<file path="config.mk">
export PLATFORM = sky130hd
export DESIGN_NAME = aurora_link_seq_flat
export DESIGN_NICKNAME = d
export VERILOG_FILES = /design/src/rtl/aurora_link_seq_if.sv /design/src/rtl/aurora_link_seq.sv /design/src/flat_wrapper.sv
export SDC_FILE = /design/constraint.sdc
export NUM_CORES = 1
export LEC_CHECK = 0
export CAP_MARGIN = 5
export CORE_MARGIN = 8
export CORE_UTILIZATION = 30
export DETAILED_ROUTE_END_ITERATION = 10
export PLACE_DENSITY_LB_ADDON = 0.3
export SYNTH_ARGS = -nofsm -noshare
export SYNTH_HDL_FRONTEND = slang
export SYNTH_SLANG_ARGS = --single-unit
</file>
<file path="constraint.sdc">
create_clock -name INIT_CLK -period 6.7 [get_ports INIT_CLK]
set_clock_uncertainty 0.15 [all_clocks]
set_input_delay 1.34 -clock INIT_CLK [delete_from_list [all_inputs] [get_ports INIT_CLK]]
set_output_delay 1.34 -clock INIT_CLK [all_outputs]
set_load 0.02 [all_outputs]
</file>
<file path="src/rtl/aurora_link_seq_if.sv">
// Control/status bundle between the Aurora bring-up sequencer (master) and the
// Aurora core / traffic logic side (slave).
interface aurora_link_seq_if;
  logic       enable;
  logic [2:0] loopback_cfg;
  logic       channel_up;
  logic       PMA_INIT;
  logic       RESET;
  logic [2:0] loopback;
  logic       start;
  logic       link_ok;
  logic       fail;
  logic [3:0] retry_cnt;

  modport master (
    input  enable, loopback_cfg, channel_up,
    output PMA_INIT, RESET, loopback, start, link_ok, fail, retry_cnt
  );

  modport slave (
    output enable, loopback_cfg, channel_up,
    input  PMA_INIT, RESET, loopback, start, link_ok, fail, retry_cnt
  );
endinterface

</file>
<file path="src/rtl/aurora_link_seq.sv">
// Aurora link reset/bring-up sequencer: PMA_INIT/RESET ordering, loopback latch,
// channel_up wait with timeout/retry. Optional macro AURORA_SEQ_DEBOUNCE_EN adds
// a 16-sample channel_up qualifier.
module aurora_link_seq #(
  parameter int unsigned PMA_INIT_CYCLES   = 128,
  parameter int unsigned RESET_HOLD_CYCLES = 64,
  parameter int unsigned UP_TIMEOUT        = 1048576,
  parameter int unsigned MAX_RETRIES       = 4
) (
  input  logic              INIT_CLK,
  input  logic              RESET_N,
  aurora_link_seq_if.master bus
);

  localparam int unsigned CntMax     = 32'h00FF_FFFF;
  localparam logic [23:0] PmaLast    = 24'(PMA_INIT_CYCLES - 1);
  localparam logic [23:0] HoldLast   = 24'(RESET_HOLD_CYCLES - 1);
  // A 24-bit counter cannot hold 2^24; clamp so the largest timeout still fires.
  localparam logic [23:0] TimeoutCnt = 24'((UP_TIMEOUT > CntMax) ? CntMax : UP_TIMEOUT);
  localparam logic [3:0]  MaxRetry   = 4'(MAX_RETRIES);

  typedef enum logic [2:0] {
    StIdle,
    StAssert,
    StPmaRel,
    StWaitUp,
    StLinkUp,
    StFail
  } state_e;

  state_e      state_q, state_d;
  logic [23:0] cnt_q, cnt_d;
  logic [3:0]  retry_q, retry_d;
  logic [3:0]  retry_inc;
  logic [2:0]  lb_q, lb_d;
  logic        pma_q, pma_d;
  logic        rst_q, rst_d;
  logic        start_q, start_d;
  logic        link_q, link_d;
  logic        fail_q, fail_d;
  logic        lb_change;
  logic        up_qual;

`ifdef AURORA_SEQ_DEBOUNCE_EN
  logic [3:0] run_q, run_d;

  // run_q counts earlier consecutive high samples; the 16th high sample qualifies.
  assign up_qual = bus.channel_up && (run_q == 4'd15);

  always_comb begin
    run_d = '0;
    if (state_q == StWaitUp && state_d == StWaitUp && bus.channel_up) begin
      run_d = (run_q == 4'd15) ? run_q : run_q + 4'd1;
    end
  end

  always_ff @(posedge INIT_CLK or negedge RESET_N) begin
    if (!RESET_N) begin
      run_q <= '0;
    end else begin
      run_q <= run_d;
    end
  end
`else
  assign up_qual = bus.channel_up;
`endif

  assign lb_change = (bus.loopback_cfg != lb_q);
  assign retry_inc = retry_q + 4'd1;

  always_comb begin
    state_d = state_q;
    retry_d = retry_q;
    lb_d    = lb_q;
    cnt_d   = cnt_q + 24'd1;

    if (!bus.enable) begin
      state_d = StIdle;
      retry_d = '0;
    end else begin
      unique case (state_q)
        StIdle: state_d = StAssert;
        StAssert: begin
          if (cnt_q == PmaLast) state_d = StPmaRel;
        end
        StPmaRel: begin
          if (cnt_q == HoldLast) state_d = StWaitUp;
        end
        StWaitUp: begin
          if (lb_change) begin
            state_d = StAssert;
          end else if (up_qual) begin
            state_d = StLinkUp;
          end else if (cnt_q == TimeoutCnt) begin
            retry_d = retry_inc;
            state_d = (retry_inc == MaxRetry) ? StFail : StAssert;
          end
        end
        StLinkUp: begin
          if (lb_change) begin
            state_d = StAssert;
          end else if (!bus.channel_up) begin
            retry_d = '0;
            state_d = StAssert;
          end
        end
        StFail: state_d = StFail;
        default: state_d = StIdle;
      endcase
    end

    if (state_d != state_q) cnt_d = '0;
    if (state_d == StAssert && state_q != StAssert) lb_d = bus.loopback_cfg;

    // Outputs are decoded from the next state so they change on the transition edge.
    pma_d   = (state_d == StIdle) || (state_d == StAssert) || (state_d == StFail);
    rst_d   = pma_d || (state_d == StPmaRel);
    start_d = (state_d == StLinkUp);
    link_d  = (state_d == StLinkUp);
    fail_d  = (state_d == StFail);
  end

  always_ff @(posedge INIT_CLK or negedge RESET_N) begin
    if (!RESET_N) begin
      state_q <= StIdle;
      cnt_q   <= '0;
      retry_q <= '0;
      lb_q    <= '0;
      pma_q   <= 1'b1;
      rst_q   <= 1'b1;
      start_q <= 1'b0;
      link_q  <= 1'b0;
      fail_q  <= 1'b0;
    end else begin
      state_q <= state_d;
      cnt_q   <= cnt_d;
      retry_q <= retry_d;
      lb_q    <= lb_d;
      pma_q   <= pma_d;
      rst_q   <= rst_d;
      start_q <= start_d;
      link_q  <= link_d;
      fail_q  <= fail_d;
    end
  end

  assign bus.PMA_INIT  = pma_q;
  assign bus.RESET     = rst_q;
  assign bus.loopback  = lb_q;
  assign bus.start     = start_q;
  assign bus.link_ok   = link_q;
  assign bus.fail      = fail_q;
  assign bus.retry_cnt = retry_q;

endmodule

</file>
<file path="src/flat_wrapper.sv">
// flat-port wrapper written by rule: the top's interface ports become plain ports
module aurora_link_seq_flat 
#(
  parameter int unsigned PMA_INIT_CYCLES   = 128,
  parameter int unsigned RESET_HOLD_CYCLES = 64,
  parameter int unsigned UP_TIMEOUT        = 1048576,
  parameter int unsigned MAX_RETRIES       = 4
)
  (INIT_CLK, RESET_N, bus_enable, bus_loopback_cfg, bus_channel_up, bus_PMA_INIT, bus_RESET, bus_loopback, bus_start, bus_link_ok, bus_fail, bus_retry_cnt);
  aurora_link_seq_if bus_i ();
  input  logic INIT_CLK;
  input  logic RESET_N;
  input wire logic [$bits(bus_i.enable)-1:0] bus_enable;
  input wire logic [$bits(bus_i.loopback_cfg)-1:0] bus_loopback_cfg;
  input wire logic [$bits(bus_i.channel_up)-1:0] bus_channel_up;
  output wire logic [$bits(bus_i.PMA_INIT)-1:0] bus_PMA_INIT;
  output wire logic [$bits(bus_i.RESET)-1:0] bus_RESET;
  output wire logic [$bits(bus_i.loopback)-1:0] bus_loopback;
  output wire logic [$bits(bus_i.start)-1:0] bus_start;
  output wire logic [$bits(bus_i.link_ok)-1:0] bus_link_ok;
  output wire logic [$bits(bus_i.fail)-1:0] bus_fail;
  output wire logic [$bits(bus_i.retry_cnt)-1:0] bus_retry_cnt;
  assign bus_i.enable = bus_enable;
  assign bus_i.loopback_cfg = bus_loopback_cfg;
  assign bus_i.channel_up = bus_channel_up;
  assign bus_PMA_INIT = bus_i.PMA_INIT;
  assign bus_RESET = bus_i.RESET;
  assign bus_loopback = bus_i.loopback;
  assign bus_start = bus_i.start;
  assign bus_link_ok = bus_i.link_ok;
  assign bus_fail = bus_i.fail;
  assign bus_retry_cnt = bus_i.retry_cnt;
  aurora_link_seq #(.PMA_INIT_CYCLES(PMA_INIT_CYCLES), .RESET_HOLD_CYCLES(RESET_HOLD_CYCLES), .UP_TIMEOUT(UP_TIMEOUT), .MAX_RETRIES(MAX_RETRIES)) u_core (.INIT_CLK(INIT_CLK), .RESET_N(RESET_N), .bus(bus_i));
endmodule
</file>
==> out/qor.csv <==
metric,value,unit
fin_crit_sh,0.580,
worstPathRequired,6.76,ns
crit_type,in2reg,
gp_congestion,0.948,
clock_path_buffers,2,
wirelength,4460,um
final_nets,260,
synth_top_cell_by_area,dfrtp_1,
hold_start,u_core.cnt_q[0],
ir_drop,0.0877,mV
die_y,102,um
cts.clk_slew.worst_paths,0.07,ns
htreeDepth,2,
syn_to_final_growth,13.9,%
cts_tree,yes,
die_area,10400,um^2
min_period,3.88,ns
cp-start-kind,input port,
avgSynthCellArea,9.45,um^2
status,finished clean,
hold_viol,0,
leakagePower,1.02,nW
cts_made_buffers,5,
antenna_cells,0,
drc_errors,0,
num_vias,1714,
cts_resized,0,
syn_inst,234,
rrSetupSlack,3.74,ns
synth_warnings,0,
worstSetupStartpoint,bus_loopback_cfg[2],
cp-end-kind,flop,
yosys_register_bits,38,
yosysMostFrequentCell,nor2_1,
arrival,3.94,ns
tightestPinTransition,1.05,ns
grt_max_degree,39,
drt_iter0_markers,91,
slew_viol_final,0,
synth_nets,245,
grt_overflow,0,
root_buffer,clkbuf_8,
yosysSeqAreaShare,0.431,
synth.distinct_cells,52,
dr.pass1.iters,4,
max_slew_margin,0.298,
row_count,31,
port-buffer-count,18,
first_global_vias,1582,
hp-class,reg2reg,
post-dp-hpwl,3210,um
fin_cells,349,
routed_via_density,4.91,
die_w,102,um
synthTopCellsByCount,"nor2_1 (40), dfrtp_1 (36), nand2_1 (16)",
post_cts_buffers,0,
fillers,759,
fin_setup_tns,0,ns
initial_utilization,0.306,
cts_hold_buffers,0,
antenna_left,0,
yosys-top-cells-area,"dfrtp_1 (41%), nor2_1 (6.8%), xor2_1 (5.1%)",
grt_pass1_wl,7630,um
clk_latency,0.29,ns
dpl.cell_count,341,
powerDensity,218,nW/um^2
crit_fanout,24,
io_pins,19,
yosysTopAreaCellShare,0.407,
grt_usage,0.0930,
wire_per_inst,12.8,um
cts.sinks,38,
synth_enable_flop_cells,0,
core_area,7210,um^2
finalSetupViolations,0,
antenna_found_initial,0,
syn_area,2210,um^2
crit-reg2reg-launch,u_core.cnt_q[18],
synthArstFlopShare,1.00,
maxCapViolCount,0,
fmax,257,MHz
drive_above_1_share,0.108,
rsz0062_at_grt,no,
synth_ff_type,dfrtp_1,
[through the flow]
step	setup WS, ns	cell area, um^2	util	total power [mW]	hold WS, ns
detailed placement	2.50	2420	0.336	0.390	0.343
finish	2.82	2520	0.349	0.548	0.350
global route	2.53	2520	0.349	0.583	0.382
global placement	2.59	2420	0.336	0.390	0.349
CTS	2.80	2520	0.349	0.559	0.354
floorplan	3.54	2210	-	0.352	0.311
[registers in the layout (all words and copies together) (netlist names)]
register	count
u_core.cnt_q	24
u_core.bus.retry_cnt	4
u_core.bus.loopback	3
u_core.state_q	3
u_core.bus.PMA_INIT	1
u_core.bus.RESET	1
u_core.bus.fail	1
u_core.bus.start	1
[power breakdown]
part	switching (mW)	total [mW]	internal [mW]
sequential	0.0198	0.266	0.246
clock	0.0822	0.165	0.0827
combinational	0.0690	0.117	0.0481
total	0.171	0.548	0.377
[placed cells by master (no fill, tap or decap), drive strengths merged, types with 2 or more instances in the layout]
master         instances
nand2b                 4
nor2b                  2
inv                    9
ha                     4
nand2                 16
nor3b                  3
or3                    2
o21ai                 10
nor3                   6
mux2                   3
and3                   6
dfstp                  2
nor2                  40
dfrtp                 36
nor4                   6
nand3                 12
clkbuf                 6
nand4                  9
xor2                  13
clkdlybuf4s50         17
a21oi                  7
xnor2                 12
[area by class of cell]
type | instances | area (um^2) | share of cell area
tap | 99 | 124 | 0.0492
timing repair buffer | 18 | 175 | 0.0696
clock inverter | 2 | 12.5 | 0.00497
sequential | 38 | 953 | 0.379
clock buffer | 6 | 82.6 | 0.0328
inverter | 9 | 33.8 | 0.0134
multi-input combinational | 177 | 1140 | 0.451
[path summary, 6_finish.rpt]
check	end	depth (start not counted)
setup reg to reg	u_core.cnt_q[18]	7
min in group asynchronous	u_core.cnt_q[19]	1
setup / recovery	u_core.cnt_q[18]	8
hold reg to reg	u_core.cnt_q[0]	1
hold / removal	u_core.cnt_q[0]	1
max in group asynchronous	u_core.bus.retry_cnt[2]	1
[routing by layer]
metal / track usage / share of wire / up-vias
met5: 0 / 0 / -
met4: 0.0372 / 0.018 / 0
met3: 0.0245 / 0.065 / 7
met2: 0.139 / 0.43 / 46
met1: 0.124 / 0.49 / 820
li1: - / - / 841
[worst max-delay path: stages]
cell	delay, ns
clkdlybuf4s50_1	0.44
xnor2_1	0.27
nand4_2	0.28
nor3b_1	0.24
o21ai_0	0.16
o32ai_1	0.32
o2111ai_2	0.59
nor2_1	0.28
[cell families after synthesis]
group                      Yosys count  share of synthesized area
and+or+nand+nor                    115                      0.281
buffers and inverters               19                     0.0549
xor gates and xnor gates            25                     0.0990
muxes                                3                     0.0153
DFF                                 38                      0.431
AOI/OAI and AO/OA                   30                     0.0962
adders and majority gates            4                     0.0226
(Power assumes the default switching activity.)
